`src/rtl/instruction_fetch.sv`:
```
// Instruction fetch stage: owns the PC, requests words from instruction memory
// over req/ack, and feeds a 2-entry {instr, pc} queue to the decoder.
module instruction_fetch #(
  parameter int unsigned          PC_WIDTH  = 8,
  parameter logic [PC_WIDTH-1:0]  RESET_PC  = '0,
  parameter logic [31:0]          NOP_INSTR = 32'h00000013
) (
  input  logic                clk,
  input  logic                rst,
  output logic                imem_req,
  output logic [PC_WIDTH-1:0] imem_addr,
  input  logic                imem_ack,
  input  logic [31:0]         imem_rdata,
  input  logic                redirect,
  input  logic [PC_WIDTH-1:0] redirect_pc,
  input  logic                decode_stall,
  output logic                instr_valid,
  output logic [31:0]         instr_out,
  output logic [PC_WIDTH-1:0] pc_out
);

  localparam int unsigned INSTR_WIDTH = 32;

  typedef struct packed {
    logic [INSTR_WIDTH-1:0] instr;
    logic [PC_WIDTH-1:0]    pc;
  } entry_t;

  typedef enum logic {
    FETCH = 1'b0,
    DRAIN = 1'b1
  } state_t;

  state_t              state;
  state_t              state_nxt;
  logic [PC_WIDTH-1:0] fetch_pc;
  logic [PC_WIDTH-1:0] drain_addr;
  logic [PC_WIDTH-1:0] redirect_tgt;
  logic                fetch_en;
  entry_t              queue [2];
  logic                rd_ptr;
  logic                wr_ptr;
  logic [1:0]          count;
  logic                pop;
  logic                push;
  logic                req_pending;

  assign redirect_tgt = redirect_pc & {{(PC_WIDTH-2){1'b1}}, 2'b00};
  assign instr_valid  = (count != 2'd0);
  assign pop          = instr_valid & ~decode_stall;
  assign instr_out    = instr_valid ? queue[rd_ptr].instr : NOP_INSTR;
  assign pc_out       = instr_valid ? queue[rd_ptr].pc : '0;
  assign req_pending  = imem_req & ~imem_ack;
  assign push         = (state == FETCH) & imem_req & imem_ack & ~redirect;

  // State register
  always_ff @(posedge clk) begin
    if (rst) state <= FETCH;
    else     state <= state_nxt;
  end

  // Next state: a redirect with an unanswered request must wait out the stale ack
  always_comb begin
    state_nxt = state;
    unique case (state)
      FETCH: if (redirect && req_pending) state_nxt = DRAIN;
      DRAIN: if (imem_ack)                state_nxt = FETCH;
      default: state_nxt = FETCH;
    endcase
  end

  // Memory request outputs; DRAIN keeps the abandoned address stable until its ack
  always_comb begin
    imem_req  = 1'b0;
    imem_addr = fetch_pc;
    if (fetch_en) begin
      unique case (state)
        FETCH: imem_req = (count != 2'd2) | pop;
        DRAIN: begin
          imem_req  = 1'b1;
          imem_addr = drain_addr;
        end
        default: imem_req = 1'b0;
      endcase
    end
  end

  // PC, queue pointers and occupancy
  always_ff @(posedge clk) begin
    if (rst) begin
      fetch_pc   <= RESET_PC;
      drain_addr <= RESET_PC;
      fetch_en   <= 1'b0;
      rd_ptr     <= 1'b0;
      wr_ptr     <= 1'b0;
      count      <= 2'd0;
    end else begin
      fetch_en <= 1'b1;
      if (redirect) begin
        fetch_pc <= redirect_tgt;
        rd_ptr   <= 1'b0;
        wr_ptr   <= 1'b0;
        count    <= 2'd0;
        if (state == FETCH && req_pending) drain_addr <= fetch_pc;
      end else begin
        if (push) begin
          fetch_pc <= fetch_pc + PC_WIDTH'(4);
          wr_ptr   <= ~wr_ptr;
        end
        if (pop) rd_ptr <= ~rd_ptr;
        if (push && !pop)      count <= count + 2'd1;
        else if (pop && !push) count <= count - 2'd1;
      end
    end
  end

  // Queue storage needs no reset: entries are only visible while counted
  always_ff @(posedge clk) begin
    if (push) queue[wr_ptr] <= '{instr: imem_rdata, pc: fetch_pc};
  end

endmodule

```
`config.mk`:
```
export PLATFORM = sky130hd
export DESIGN_NAME = instruction_fetch
export DESIGN_NICKNAME = d
export VERILOG_FILES = /design/src/rtl/instruction_fetch.sv
export SDC_FILE = /design/constraint.sdc
export NUM_CORES = 1
export LEC_CHECK = 0
export ABC_CLOCK_PERIOD_IN_PS = 10140
export CAP_MARGIN = 20
export CORE_UTILIZATION = 53
export DETAILED_ROUTE_END_ITERATION = 10
export GPL_ROUTABILITY_DRIVEN = 1
export PLACE_DENSITY = 0.95
export SETUP_SLACK_MARGIN = 0.05
export SLEW_MARGIN = 20
export SYNTH_ARGS = -nofsm -noshare
export SYNTH_HDL_FRONTEND = slang
export SYNTH_SLANG_ARGS = --single-unit
```
`constraint.sdc`:
```
create_clock -name clk -period 10.14 [get_ports clk]
set_clock_uncertainty 0.15 [all_clocks]
set_input_delay 1.521 -clock clk [delete_from_list [all_inputs] [get_ports clk]]
set_output_delay 1.521 -clock clk [all_outputs]
set_load 0.005 [all_outputs]
```
==> results of run 1 <==
==> synth_stat cells, types with 3 or more instances <==
| cell type | n |
|---|---|
| nand2b_1 | 3 |
| buf_4 | 5 |
| nor2_1 | 43 |
| a31oi_1 | 3 |
| buf_2 | 7 |
| mux2i_1 | 38 |
| a21oi_1 | 8 |
| inv_1 | 6 |
| o21ai_0 | 9 |
| dfxtp_1 | 19 |
| o311a_1 | 3 |
| xor2_1 | 3 |
| nand3_1 | 7 |
| mux2_2 | 6 |
| clkbuf_1 | 5 |
| nand2_1 | 8 |
| edfxtp_1 | 76 |
==> routing by layer <==
layer / up-vias / wire length [µm]
li1: 1208 / -
met1: 1199 / 3170
met2: 100 / 3920
met3: 7 / 404
met4: 0 / 68
met5: - / 0
==> sequential cells by signal, indices dropped and copies added, names as in the netlist, named ones only <==
| signal | count |
|---|---|
| wr_ptr | 1 |
| fetch_pc | 6 |
| drain_addr | 6 |
| rd_ptr | 1 |
| count | 2 |
| fetch_en | 1 |
| queue | 76 |
| state | 1 |
==> worst register-to-register path, cell delays in order, from the launching register on <==
cell,delay [ns]
dfxtp_1,0.46
nand3b_1,0.46
nand2_1,0.24
nor3b_2,0.75
buf_4,0.48
==> final cells by class <==
cell class	instances	share of cell area, %
Inverter	6	0.445
Multi-Input combinational cell	165	22.3
Clock buffer	9	2.45
Clock inverter	6	1.83
Tap cell	96	2.38
Sequential cell	95	52.7
Timing Repair Buffer	91	17.9
==> metrics by stage <==
step / total power, mW / area, µm² / cells / setup slack [ns]
CTS: 0.772 / 5060 / 468 / 5.34
global route: 0.794 / 5060 / 468 / 5.26
detailed placement: 0.512 / 4840 / 453 / 5.35
finish: 0.766 / 5060 / 468 / 5.31
floorplan: 0.472 / 3890 / 283 / 4.83
global placement: 0.508 / 4840 / 453 / 5.37
==> final timing paths <==
path | cells past startpoint | slack, ns | end
max reg2reg | 4 | 7.25 | queue[1][35]$_DFFE_PP_
min | 2 | 0.34 | drain_addr[5]$_SDFFE_PP0P_
max | 4 | 5.31 | imem_req
min reg2reg | 2 | 0.34 | drain_addr[5]$_SDFFE_PP0P_
==> power by group through the flow <==
| stage | sequential, mW | combinational, mW | clock [mW] |
|---|---|---|---|
| after floorplan | 0.443 | 0.0289 | 0 |
| after global placement | 0.445 | 0.0635 | 0 |
| after detailed placement | 0.446 | 0.0659 | 0 |
| after CTS | 0.437 | 0.0663 | 0.269 |
| after global routing | 0.438 | 0.0718 | 0.285 |
| final | 0.437 | 0.0660 | 0.263 |
==> placed cells by master (no fill, tap or decap), types with 2 or more instances in the layout <==
cell type,instances
or3_1,2
o21ai_0,9
mux2_2,6
a31oi_1,3
clkdlybuf4s50_1,88
o311a_1,3
dfxtp_1,18
conb_1,4
bufinv_16,2
a221oi_1,2
clkinvlp_4,2
nor4_1,2
nand4b_1,2
a21oi_1,8
mux2i_1,38
inv_6,2
ha_1,2
nand3_1,7
nor2_1,42
edfxtp_1,76
nand2_1,8
nand2b_1,3
buf_4,3
clkbuf_8,9
nand3b_1,2
and3b_1,2
xor2_1,3
inv_1,6
==> kinds of logic (layout without fill, tap and decap cells) <==
family,count (synthesis),in the layout,share of synthesized area [%]
flip-flops,95,95,68.6
AND/OR/NAND/NOR,80,80,10.1
multiplexers,44,44,11.5
AO/OA/AOI/OAI,32,32,5.42
buffers and inverters,23,112,2.93
XOR/XNOR,3,3,0.677
adder cells (fa/ha/maj),2,2,0.645
other,1,4,0.0966
==> flow_metrics.tcl, run 1 <==
set metrics [dict create \
    status "finished clean" \
    crit_start "decode_stall" \
    post-route-util_pct 72.8 \
    synthFlopType "edfxtp_1" \
    synth_cell_type_count 40 \
    drive_above_1_share_pct 8.06 \
    rsz0062_at_grt "false" \
    clk_pin_slew_ns 0.09 \
    grt.busiest_layer "met2" \
    yosysWarnings 0 \
    worstSetupStartpointType "input port" \
    path_common_cell "clkdlybuf4s50_1" \
    power_frac_seq_pct 57.0 \
    setup_violations 0 \
    vias 2514 \
    place_hpwl_um 5140 \
    critPathRequiredTime_ns 8.47 \
    initial_utilization_pct 55.9 \
    min_from "drain_addr[5]$_SDFFE_PP0P_" \
    power_density_nw_per_um2 151 \
    antenna_found_initial 0 \
    die_height_um 87.6 \
    hold_buffers 0 \
    cp.arrival_ns 3.16 \
    p_leak_nw 1.64 \
    grt_start_max_net_pins 39 \
    cp_max_fo 13 \
    grt-ovfl-total 0 \
    min_period_over_period_pct 47.6 \
    r2r-start "count[0]$_SDFFE_PP0P_" \
    synth_area_leaders "edfxtp_1, dfxtp_1, mux2i_1" \
    areaGrowthSynthToFinish_pct 30.3 \
    use_met2_pct 36.3 \
    first_pass_iters 4 \
    crit_type "in2out" \
    wl_per_cell_um 16.2 \
    drt-initial-drc-count 129 \
    cts_buffers 9 \
    grt_pass1_vias 2399 \
    vias_per_cell 5.37 \
    path_buf_inv 2 \
    cts-htree-levels 3 \
    core_um2 6940 \
    synth_edf_count 76 \
    synth_cells 280 \
    p_int_uw 607 \
    tightestPinTransition_ns 0.866 \
    p_clk_share_pct 34.3 \
    multi_input_area_um2 1130 \
    drt-total-wl_um 7570 \
    crit_family "buffers and inverters" \
    hold_path_class "reg2reg" \
    fin_setup_tns_ns 0 \
    die_x_um 87.6 \
    cts_tree "built" \
    netlist_area_um2 3880 \
    drtAntennaViolNets 0 \
    max_freq_mhz 207 \
    insertion_delay_ns 0.34 \
    max_stage_delay_ns 0.49 \
    place.gp.congestion 0.842 \
    postCtsSetupBuffers 0 \
    synth_seq_cells 95 \
    use_met1_pct 24.3 \
    drc_errors 0 \
    regArea_um2 2670 \
    yosysSeqAreaShare_pct 68.6 \
    endpoint_kind "output pin" \
    io_buffer_count 88 \
    slowest_stage "clkdlybuf4s50_1" \
    grt_pass1_wl_um 11600 \
    num_io_pins 95 \
    root_buffer "clkbuf_8" \
    switching_share_pct 20.7 \
    cts_buffer_depth 2 \
    maxCapViolCount 0 \
    avgSynthCellArea_um2 13.9 \
    nFillCells 440 \
    post_cts_resized 0 \
    cts_sinks 95 \
    yosysTopAreaCell "edfxtp_1" \
    irDropWorstVdd_mv 0.0817 \
    crit_chain "clkdlybuf4s50_1 -> nand3b_1 -> o21a_1 -> clkdlybuf4s50_1" \
    hold_viol 0 \
    fin_hold_ws_ns 0.338 \
    antenna_cells 0 \
    synth_top_area_share_pct 58.8 \
    grt_util_all_layers_pct 20.3 \
    slew_viol_final 0 \
    nets 415 \
    maxSlewHeadroom_pct 42.0 \
    rows 30 \
    die_area_um2 7670 \
    ys_async_sr_fraction_pct 0 \
    p_sw_uw 158 \
    grt_util_met3_pct 4.71 \
    layout_min_cycle_time_ns 4.83 \
    power_frac_comb_pct 8.6 \
]
Power figures use the tool's default switching activity.
==> inputs of run 2 (changes only) <==
- ABC_CLOCK_PERIOD_IN_PS: 10140 -> 4400
- CORE_UTILIZATION: 53 -> 44
- PLACE_DENSITY: 0.95 -> 0.86
- clock period: 10.14 -> 4.4 ns (I/O delays scaled with it)
==> run 2 against run 1 <==
Final cell count is 2.4% higher. Clock power up 83%. Core utilization down 13 points. Largest cell class unchanged. Sequential power up 130%. Global-route usage is 3.4 points lower. Highest routed layer unchanged. Die area grew 20%. Non-clock buffer count grew 2.
==> flow_metrics.tcl, run 2 (synthesized netlist as in run 1, its figures left out) <==
set metrics [dict create \
    status "finished clean" \
    hold_buffers 0 \
    vias 2526 \
    drt-initial-drc-count 125 \
    min_period_over_period_pct 72.4 \
    place.gp.congestion 0.852 \
    fin_setup_tns_ns 0 \
    place_hpwl_um 5090 \
    cts_buffer_depth 2 \
    nets 417 \
    grt_start_max_net_pins 39 \
    crit_type "reg2out" \
    final_common_cell "clkdlybuf4s50_1" \
    cts_tree "built" \
    tightestPinTransition_ns 0.825 \
    antenna_found_initial 0 \
    slew_viol_final 0 \
    clk_pin_slew_ns 0.08 \
    maxCapViolCount 0 \
    hold_viol 0 \
    max_freq_mhz 314 \
    die_area_um2 9200 \
    insertion_delay_ns 0.33 \
    hold_path_class "reg2reg" \
    top_register "queue" \
    worstReg2RegEnd "queue[1][33]$_DFFE_PP_" \
    grt_pass1_wl_um 11600 \
    drive_above_1_share_pct 8.29 \
    postCtsSetupBuffers 0 \
    cts_buffers 9 \
    endpoint_kind "output pin" \
    reg2reg_depth 4 \
    grt-ovfl-total 0 \
    r2r_slack_ns 2.02 \
    fin_hold_ws_ns 0.340 \
    maxSlewHeadroom_pct 44.9 \
    grt_util_all_layers_pct 16.9 \
    cp.arrival_ns 2.37 \
    top_regs "queue: 76 flops, drain_addr: 6 flops, fetch_pc: 6 flops" \
    irDropWorstVdd_mv 0.178 \
    wl_per_cell_um 15.6 \
    power_density_nw_per_um2 326 \
    crit_end "instr_out[4]" \
    post-route-util_pct 60.0 \
    root_buffer "clkbuf_8" \
    drtAntennaViolNets 0 \
    layout_min_cycle_time_ns 3.18 \
    p_leak_nw 1.63 \
    antenna_cells 0 \
    power_mw 1.64 \
    r2r-start "count[0]$_SDFFE_PP0P_" \
    cts-htree-levels 3 \
    drc_errors 0 \
    first_pass_iters 4 \
    worstSetupStartpointType "flop" \
    instances_no_fill 479 \
    io_buffer_count 88 \
    vias_per_cell 5.27 \
    core_um2 8380 \
    die_height_um 95.9 \
    dp_cells 464 \
    die_x_um 95.9 \
    drt-total-wl_um 7460 \
    post_cts_resized 0 \
    areaGrowthSynthToFinish_pct 29.7 \
    cp_max_fo 24 \
    grt_pass1_vias 2413 \
    setup_violations 0 \
    num_io_pins 95 \
    initial_utilization_pct 46.3 \
    largest_reg_flops 76 \
    rows 33 \
    rsz0062_at_grt "false" \
    final_cell_mix "clkdlybuf4s50_1, edfxtp_1, nor2_1" \
    cts_sinks 95 \
    critPathRequiredTime_ns 3.59 \
]
## run 2: worst min path at each step
stage                               start                         end  slack (ns)  depth (start not counted)
3_3_place_gp   drain_addr[7]$_SDFFE_PP0P_  drain_addr[7]$_SDFFE_PP0P_        0.31                          2
6_report       drain_addr[7]$_SDFFE_PP0P_  drain_addr[7]$_SDFFE_PP0P_        0.34                          2
3_5_place_dp   drain_addr[7]$_SDFFE_PP0P_  drain_addr[7]$_SDFFE_PP0P_        0.32                          2
4_1_cts        drain_addr[7]$_SDFFE_PP0P_  drain_addr[7]$_SDFFE_PP0P_        0.33                          2
2_1_floorplan  drain_addr[6]$_SDFFE_PP0P_  drain_addr[6]$_SDFFE_PP0P_        0.30                          2
5_1_grt        drain_addr[2]$_SDFFE_PP0P_  drain_addr[2]$_SDFFE_PP0P_        0.37                          2
## run 2: routing by layer
metal / part of all wire (%) / vias to the layer above / track usage [%]
met5: 0 / - / 0
li1: - / 1215 / -
met1: 41 / 1205 / 20.3
met4: 0.62 / 0 / 5.10
met3: 5.6 / 6 / 3.08
met2: 53 / 100 / 30.8
## run 2: power by group
part | internal, mW | switching [mW]
Clock | 0.203 | 0.278
Sequential | 0.989 | 0.0163
Combinational | 0.0909 | 0.0639
Total | 1.28 | 0.358
## run 2: critical path, stage by stage (launching register included)
cell,delay (ns)
dfxtp_2,0.83
buf_4,0.40
mux2i_1,0.29
nand2_1,0.07
clkdlybuf4s50_1,0.44
## run 2: layout make-up
class | count | area, µm²
Multi-Input combinational cell | 165 | 1130
Tap cell | 105 | 131
Sequential cell | 95 | 2660
Clock inverter | 5 | 33.8
Fill cell | 680 | 3350
Timing Repair Buffer | 93 | 918
Inverter | 6 | 22.5
Clock buffer | 10 | 128
## run 2: through the flow
stage               instance area (µm²)  setup WS [ns]
floorplan                          3900          0.158
global placement                   4870           1.32
global route                       5030           1.07
detailed placement                 4870           1.30
finish                             5030           1.22
CTS                                5030           1.17
==> inputs of run 3 (changes only) <==
- ABC_CLOCK_PERIOD_IN_PS: 4400 -> 3000
- CORE_UTILIZATION: 44 -> 49
- PLACE_DENSITY: 0.86 -> 0.9
- clock period: 4.4 -> 3 ns (I/O delays scaled with it)
==> run 3 against run 2 <==
Register-to-register slack lost 1.1 ns. Largest power group unchanged. Power grew 59%. Largest cell class unchanged. Sequential power grew 46%. Sequential share of layout area shrank 1.1 points.
==> flow_metrics.tcl, run 3 (synthesized netlist as in run 1, its figures left out) <==
set metrics [dict create \
    postCtsSetupBuffers 0 \
    die_x_um 91 \
    status "finished clean" \
    vias 2518 \
    drt-initial-drc-count 109 \
    vias_per_cell 5.25 \
    p_sw_uw 550 \
    root_buffer "clkbuf_8" \
    io_buffer_count 88 \
    core_um2 7690 \
    irDropWorstVdd_mv 0.269 \
    critPathRequiredTime_ns 2.40 \
    r2r_slack_ns 0.91 \
    top_register "queue" \
    areaGrowthSynthToFinish_pct 32.4 \
    grt-ovfl-total 0 \
    clk_pin_slew_ns 0.09 \
    power_mw 2.61 \
    reg2reg_depth 6 \
    max_stage_delay_ns 0.59 \
    min_from "drain_addr[4]$_SDFFE_PP0P_" \
    path_buf_inv 2 \
    drtAntennaViolNets 0 \
    crit_end "pc_out[7]" \
    die_area_um2 8280 \
    max_freq_mhz 382 \
    initial_utilization_pct 50.5 \
    grt_pass1_vias 2515 \
    hold_viol 0 \
    cts_buffer_depth 2 \
    fin_setup_tns_ns 0 \
    die_height_um 91 \
    antenna_cells 0 \
    hold_buffers 0 \
    grt_util_all_layers_pct 18.7 \
    drc_errors 0 \
    cp_max_fo 27 \
    rows 32 \
    cts_buffers 9 \
    hold_path_class "reg2reg" \
    drive_above_1_share_pct 9.26 \
    place.gp.congestion 0.813 \
    cp.arrival_ns 2.02 \
    layout_min_cycle_time_ns 2.62 \
    place_hpwl_um 5090 \
    power_frac_comb_pct 8.8 \
    final_common_cell "clkdlybuf4s50_1" \
    cts_tree "built" \
    p_int_mw 2.06 \
    slowest_stage "dfxtp_2" \
    num_io_pins 95 \
    nets 420 \
    cts_sinks 95 \
    slew_viol_final 0 \
    grt_pass1_wl_um 11800 \
    top_regs "queue: 76 flops, drain_addr: 6 flops, fetch_pc: 6 flops" \
    rsz0062_at_grt "false" \
    worst-path-stages 4 \
    fin_hold_ws_ns 0.338 \
    min_period_over_period_pct 87.2 \
    drt-total-wl_um 7360 \
    worstSetupStartpointType "flop" \
    final_cell_mix "clkdlybuf4s50_1, edfxtp_1, nor2_1" \
    r2r-start "fetch_en$_DFF_P_" \
    maxCapViolCount 0 \
    post-route-util_pct 66.9 \
    p_leak_nw 1.69 \
    endpoint_kind "output pin" \
    setup_violations 0 \
    post_cts_resized 0 \
    insertion_delay_ns 0.35 \
    crit_type "reg2out" \
    antenna_found_initial 0 \
    switching_share_pct 21.0 \
    power_density_nw_per_um2 508 \
    worstReg2RegEnd "count[1]$_SDFFE_PP0P_" \
    first_pass_iters 4 \
    wl_per_cell_um 15.3 \
    grt_start_max_net_pins 37 \
    largest_reg_flops 76 \
    power_frac_seq_pct 56.4 \
    p_clk_share_pct 34.7 \
    crit_family "buffers and inverters" \
    cts-htree-levels 3 \
    crit_chain "buf_12 -> mux2i_1 -> nor2_1 -> clkdlybuf4s50_1" \
]
## run 3: routing by layer
metal | wire length (µm) | GRT usage, % | share of wire [%]
met5 | 0 | 0 | 0
met1 | 3220 | 22.8 | 44
met3 | 338 | 4.86 | 4.6
met2 | 3670 | 31.7 | 50
met4 | 131 | 7.41 | 1.8
## run 3: final cells by class
type	instances	area, µm²
Clock buffer	10	128
Fill cell	564	2550
Sequential cell	95	2660
Tap cell	102	128
Clock inverter	6	91.3
Inverter	6	22.5
Multi-Input combinational cell	165	1140
Timing Repair Buffer	96	966
## run 3: per-stage QoR
stage / std cells / cell area (µm²) / worst slack [ns]
final: 480 / 5140 / 0.385
after global routing: 480 / 5140 / 0.267
after CTS: 480 / 5140 / 0.368
after detailed placement: 464 / 4920 / 0.390
after global placement: 464 / 4920 / 0.455
after floorplan: 283 / 3900 / 0.0866
## run 3: tightest hold or removal path, delay by kind of cell, from the launching register on
family	cells	cell delay, ns
compound gates	2	0.13
flops	1	0.31
## run 3: worst min path at each step
stage / endpoint / slack (ns) / cells after the start
after floorplan: drain_addr[6]$_SDFFE_PP0P_ / 0.30 / 2
after global placement: drain_addr[7]$_SDFFE_PP0P_ / 0.31 / 2
after detailed placement: drain_addr[5]$_SDFFE_PP0P_ / 0.32 / 2
after CTS: drain_addr[4]$_SDFFE_PP0P_ / 0.34 / 2
after global routing: drain_addr[4]$_SDFFE_PP0P_ / 0.36 / 2
final: drain_addr[4]$_SDFFE_PP0P_ / 0.34 / 2
## run 3: power groups by stage
stage | logic, mW | registers [mW] | clock network [mW]
after floorplan | 0.0985 | 1.50 | 0
after global placement | 0.225 | 1.50 | 0
after detailed placement | 0.231 | 1.50 | 0
after CTS | 0.232 | 1.47 | 0.926
after global routing | 0.250 | 1.48 | 0.979
final | 0.230 | 1.47 | 0.907
